**config.mk**
```make
export PLATFORM = sky130hd
export DESIGN_NAME = fdtd_mem_loader
export DESIGN_NICKNAME = d
export VERILOG_FILES = /design/src/rtl/fdtd_pkg.sv /design/src/rtl/fdtd_mem_loader.sv
export SDC_FILE = /design/constraint.sdc
export NUM_CORES = 1
export LEC_CHECK = 0
export ABC_CLOCK_PERIOD_IN_PS = 3900
export CAP_MARGIN = 40
export CELL_PAD_IN_SITES_DETAIL_PLACEMENT = 0
export CELL_PAD_IN_SITES_GLOBAL_PLACEMENT = 2
export CORE_UTILIZATION = 25
export DETAILED_ROUTE_END_ITERATION = 7
export PLACE_DENSITY_LB_ADDON = 0.1
export SLEW_MARGIN = 20
export SYNTH_ARGS = -nofsm -noshare
export SYNTH_HDL_FRONTEND = slang
export SYNTH_SLANG_ARGS = --single-unit
```
**constraint.sdc**
```tcl
create_clock -name CLK -period 3.9 [get_ports CLK]
set_clock_uncertainty 0.15 [all_clocks]
set_input_delay 0.78 -clock CLK [delete_from_list [all_inputs] [get_ports CLK]]
set_output_delay 0.78 -clock CLK [all_outputs]
set_load 0.05 [all_outputs]
```
**src/rtl/fdtd_pkg.sv**
```systemverilog
// Shared types for the FDTD field-buffer loader: FSM states, field selects
// and the field-to-buffer-strobe mapping.
package fdtd_pkg;

   typedef enum logic [1:0] {
      ST_IDLE   = 2'd0,
      ST_START  = 2'd1,
      ST_FETCH  = 2'd2,
      ST_FINISH = 2'd3
   } fdtd_ld_state_e;

   typedef enum logic [1:0] {
      FLD_HY  = 2'd0,
      FLD_EZ  = 2'd1,
      FLD_SRC = 2'd2
   } fdtd_field_e;

   localparam int unsigned MAX_OUTSTANDING = 2;

   // Strobe vector ordering is {src, Ez, Hy}.
   function automatic logic [2:0] fld_onehot(input fdtd_field_e f);
      logic [2:0] oh;
      case (f)
         FLD_HY:  oh = 3'b001;
         FLD_EZ:  oh = 3'b010;
         FLD_SRC: oh = 3'b100;
         default: oh = 3'b000;
      endcase
      return oh;
   endfunction

endpackage

```
**src/rtl/fdtd_mem_loader.sv**
```systemverilog
// Streams a block of field words from data memory into one accelerator buffer,
// keeping at most two reads in flight and framing the transfer with start/end pulses.
module fdtd_mem_loader
   import fdtd_pkg::*;
#(
   parameter int FDTD_DATA_WIDTH   = 32,
   parameter int BUFFER_ADDR_WIDTH = 6,
   parameter int MEM_ADDR_WIDTH    = 32
) (
   input  logic                       CLK,
   input  logic                       RST_N,
   input  logic                       start_i,
   input  logic [1:0]                 field_sel_i,
   input  logic [MEM_ADDR_WIDTH-1:0]  base_addr_i,
   input  logic [FDTD_DATA_WIDTH-1:0] buffer_size_i,
   output logic                       busy_o,
   output logic                       done_o,
   output logic                       err_o,
   output logic                       mem_req_o,
   output logic [MEM_ADDR_WIDTH-1:0]  mem_addr_o,
   input  logic                       mem_gnt_i,
   input  logic                       mem_rvalid_i,
   input  logic [FDTD_DATA_WIDTH-1:0] mem_rdata_i,
   output logic                       buffer_Hy_start_o,
   output logic                       buffer_Ez_start_o,
   output logic                       buffer_src_start_o,
   output logic                       buffer_Hy_end_o,
   output logic                       buffer_Ez_end_o,
   output logic                       buffer_src_end_o,
   output logic                       wrtvalid_Hy_old_o,
   output logic [FDTD_DATA_WIDTH-1:0] Hy_old_o,
   output logic                       wrtvalid_Ez_old_o,
   output logic [FDTD_DATA_WIDTH-1:0] Ez_old_o
);

   localparam int CW = BUFFER_ADDR_WIDTH + 1;
   localparam logic [FDTD_DATA_WIDTH-1:0] MAX_SIZE = FDTD_DATA_WIDTH'(2 ** BUFFER_ADDR_WIDTH);
   localparam logic [CW-1:0] CNT_ONE = CW'(1);

   fdtd_ld_state_e            state;
   fdtd_field_e               field;
   logic [MEM_ADDR_WIDTH-1:0] base;
   logic [CW-1:0]             size;
   logic [CW-1:0]             req_cnt;
   logic [CW-1:0]             rsp_cnt;
   logic [1:0]                outstanding;
   logic [2:0]                start_p;
   logic [2:0]                end_p;
   logic                      params_ok;
   logic                      req_acc;
   logic                      rsp_acc;

   assign params_ok  = (field_sel_i != 2'd3) && (buffer_size_i <= MAX_SIZE);
   assign mem_req_o  = (state == ST_FETCH) && (req_cnt < size) &&
                       (outstanding < 2'(MAX_OUTSTANDING));
   // Word index to byte offset; the add wraps at the memory address width.
   assign mem_addr_o = base + (MEM_ADDR_WIDTH'(req_cnt) << 2);
   assign req_acc    = mem_req_o && mem_gnt_i;
   assign rsp_acc    = (state == ST_FETCH) && mem_rvalid_i;
   assign busy_o     = (state != ST_IDLE);

   assign buffer_Hy_start_o  = start_p[0];
   assign buffer_Ez_start_o  = start_p[1];
   assign buffer_src_start_o = start_p[2];
   assign buffer_Hy_end_o    = end_p[0];
   assign buffer_Ez_end_o    = end_p[1];
   assign buffer_src_end_o   = end_p[2];

   always_ff @(posedge CLK) begin
      if (!RST_N) begin
         state             <= ST_IDLE;
         field             <= FLD_HY;
         base              <= '0;
         size              <= '0;
         req_cnt           <= '0;
         rsp_cnt           <= '0;
         outstanding       <= '0;
         start_p           <= '0;
         end_p             <= '0;
         done_o            <= 1'b0;
         err_o             <= 1'b0;
         wrtvalid_Hy_old_o <= 1'b0;
         wrtvalid_Ez_old_o <= 1'b0;
         Hy_old_o          <= '0;
         Ez_old_o          <= '0;
      end else begin
         start_p           <= '0;
         end_p             <= '0;
         done_o            <= 1'b0;
         err_o             <= 1'b0;
         wrtvalid_Hy_old_o <= 1'b0;
         wrtvalid_Ez_old_o <= 1'b0;

         case (state)
            ST_IDLE: begin
               if (start_i) begin
                  if (params_ok) begin
                     field       <= fdtd_field_e'(field_sel_i);
                     base        <= base_addr_i;
                     size        <= buffer_size_i[CW-1:0];
                     req_cnt     <= '0;
                     rsp_cnt     <= '0;
                     outstanding <= '0;
                     start_p     <= fld_onehot(fdtd_field_e'(field_sel_i));
                     state       <= ST_START;
                  end else begin
                     err_o <= 1'b1;
                  end
               end
            end

            ST_START: begin
               if (size == '0) begin
                  end_p  <= fld_onehot(field);
                  done_o <= 1'b1;
                  state  <= ST_FINISH;
               end else begin
                  state <= ST_FETCH;
               end
            end

            ST_FETCH: begin
               if (req_acc) begin
                  req_cnt <= req_cnt + CNT_ONE;
               end
               // Simultaneous grant and response cancel out.
               case ({req_acc, rsp_acc})
                  2'b10:   outstanding <= outstanding + 2'd1;
                  2'b01:   outstanding <= outstanding - 2'd1;
                  default: outstanding <= outstanding;
               endcase
               if (rsp_acc) begin
                  rsp_cnt <= rsp_cnt + CNT_ONE;
                  if (field == FLD_HY) begin
                     wrtvalid_Hy_old_o <= 1'b1;
                     Hy_old_o          <= mem_rdata_i;
                  end else begin
                     wrtvalid_Ez_old_o <= 1'b1;
                     Ez_old_o          <= mem_rdata_i;
                  end
                  if (rsp_cnt + CNT_ONE == size) begin
                     end_p  <= fld_onehot(field);
                     done_o <= 1'b1;
                     state  <= ST_FINISH;
                  end
               end
            end

            ST_FINISH: begin
               state <= ST_IDLE;
            end

            default: begin
               state <= ST_IDLE;
            end
         endcase
      end
   end

endmodule

```
==> qor.yml <==
power_and_ir_drop:
  leakage_nw: 3.35
  vdd_ir_drop_max_uv: 241
  power.density_nw_per_um2: 330
logic_synthesis:
  netlist_top_cells_count: "160 x nand2_1, 133 x dfxtp_1, 79 x a21oi_1"
  synth.area.mux_share_pct: 7.13
  synth-simple-area-share_pct: 22.1
  yosysTopAreaCellShare_pct: 44.0
  synth_cell_types: 48
  ys_warn_count: 0
  ys_ff_latch: 133
  syn_nets: 851
  synth_top_family_by_area: "simple AND/OR/NAND/NOR gates"
  ys_async_sr_fraction_pct: 0
  synthTopCellsByArea: "dfxtp_1 44%, nand2_1 9.9%, mux2i_1 6.9%, a21oi_1 6.5%, nor2_1 4.0%"
  seq_area_frac_synth_pct: 44.0
  synth_edf_count: 0
  synth_area_per_cell_um2: 8.30
  ys.flop_type: "dfxtp_1"
  synth_xor_area_share_pct: 5.79
  yosys.area_share.adder_pct: 4.05
  syn-cell-area_um2: 6050
  yosys.cell_count.top_type: "nand2_1"
  netlist_instances: 729
  synth-compound-area-share_pct: 12.7
  yosysTopAreaCell: "dfxtp_1"
clock_tree:
  clk_latency_ps: 420
  numCtsBuffers: 17
  htree_num_levels: 4
  cts_buffer_depth: 2
  ctsHoldBuffers: 0
  cts_tree: "built"
  cts_root_buffer: "clkbuf_16"
  clock-sinks: 133
  clk_pin_slew_ps: 70
cells_and_area:
  area_delta_synth_final_pct: 54.4
  fillers: 2408
  layout-drive-gt1-share_pct: 9.25
  design_area_um2: 9350
  layout.nets: 1060
route:
  drc: 0
  drt_first_pass_iters: 4
  ant_nets: 0
  routed-via-count: 5661
  routed_wl_mm: 19.4
  wl_per_cell_um: 15.2
  drt_iter0_drc: 153
  viasPerCell: 4.45
die:
  num_io_pins: 211
  coreArea_um2: 23600
  placement_rows: 56
  dieArea_um2: 24800
  die_width_um: 158
  start_util_pct: 25.6
  fp.dieH_um: 158
setup_path:
  cp-end-kind: "output port"
  critPathLaunchType: "register"
  arrival_ps: 2800
  crit_fanout: 7
  required_ps: 2970
  crit_type: "reg2out"
timing:
  final.setup.tns_ps: 0
  finalCritPeriodShare_pct: 95.6
  hold_viol: 0
  rsz0062_at_grt: "false"
  timing.fmax_mhz: 268
  worst_pin_slew_ps: 594
  slew_viol_final: 0
  setup_viol: 0
  maxSlewHeadroom_pct: 60.3
  setup_ws_ps: 173
  fin_crit_ps: 3730
global_routing:
  grt_usage_pct: 15.8
  grt_pass1_wl_mm: 30.0
  antenna_found_initial: 1
  grt_max_degree: 81
  grt_pass1_vias: 5654
  gr-total-overflow: 0
worst_hold_path:
  hp-class: "reg2reg"
status:
  outcome: "finished clean"
place:
  placed_area_um2: 8700
  place_congestion: 0.779
  port_buffers: 210
  pre_cts_ws_ps: 88.1
  dp_hpwl_mm: 14.3
flow_run:
  drv_cap: 0
[state kept, by name, indices dropped and copies added (netlist names)]
name and flops:
field 2, base 32, req_cnt 7, start_p 3, end_p 3, size 7
done_o 1, err_o 1, wrtvalid_Hy_old_o 1, Ez_old_o 32, wrtvalid_Ez_old_o 1, Hy_old_o 32
state 2, rsp_cnt 7, outstanding 2
[area by class of cell]
cell class / count / area [um2] / area share (%)
clock inverters: 15 / 158 / 1.69
flip-flops and latches: 133 / 2670 / 28.5
multi-input cells: 535 / 3190 / 34.1
clock buffers: 17 / 425 / 4.55
repair buffers: 225 / 2410 / 25.8
diodes: 1 / 2.50 / 0.0268
well taps: 319 / 399 / 4.27
inverters: 26 / 98.8 / 1.06
[worst paths after layout]
path	startpoint	end	slack, ps	depth (start not counted)
max	req_cnt[0]	mem_addr_o[22]	170	11
min	Ez_old_o[19]	Ez_old_o[19]	300	2
min reg2reg	Ez_old_o[19]	Ez_old_o[19]	300	2
max reg2reg	size[2]	req_cnt[6]	1300	8
[layer usage]
metal | part of all wire [%] | GRT usage, %
met5 | 0.067 | 0
met4 | 0.63 | 5.46
met3 | 8.2 | 5.45
met1 | 43 | 18.2
met2 | 48 | 27.0
[per-stage QoR]
stage               hold slack, ps  std cells  utilization [%]  total power, mW
floorplan                      310        729                -             1.42
global placement               292       1236             36.8             1.54
detailed placement             298       1236             36.8             1.54
CTS                            308       1270             39.4             3.15
global route                   325       1270             39.6             3.20
finish                         304       1271             39.6             3.08
[report_power, final]
part	internal [mW]	leakage, nW	switching [mW]
Sequential	1.36	1.07	0.000101
Clock	0.856	0.284	0.715
Combinational	0.0988	2.00	0.0563
[worst max-delay path, cell delays in order, from the launching register on]
cell and delay [ps]:
dfxtp_4 380, ha_2 180, inv_1 50, fa_2 360, nor2b_2 130, o21ai_2 70, a21boi_2 200, o211ai_1 120
buf_4 180, or3_1 350, xnor2_2 210, buf_12 160
[kinds of logic (layout without fill, tap and decap cells)]
group           count (synthesis)  in the layout
other cells                     0              1
compound gates                128            128
flops                         133            133
simple gates                  305            305
mux                            43             43
xor+xnor                       40             40
buf+inv                        61            283
fa+ha+maj                      19             19
[what timing repair did]
| item | CTS | global route |
|---|---|---|
| endpoints found under the setup margin | 18 | 16 |
| pin swaps | 2 | 2 |
| buffers inserted | 2 | 0 |
| resized for setup | 4 | 13 |
[layout by cell type (no fill, tap or decap), types with 17 or more instances in the layout]
cell type | netlist | final
a21oi_1 | 79 | 79
buf_12 | 0 | 19
clkbuf_16 | 0 | 17
clkdlybuf4s50_1 | 0 | 187
dfxtp_1 | 133 | 132
ha_1 | 18 | 17
inv_1 | 25 | 25
mux2i_1 | 42 | 42
nand2_1 | 160 | 159
nor2_1 | 64 | 62
xnor2_1 | 22 | 21
xor2_1 | 18 | 18
(Power assumes the default switching activity.)
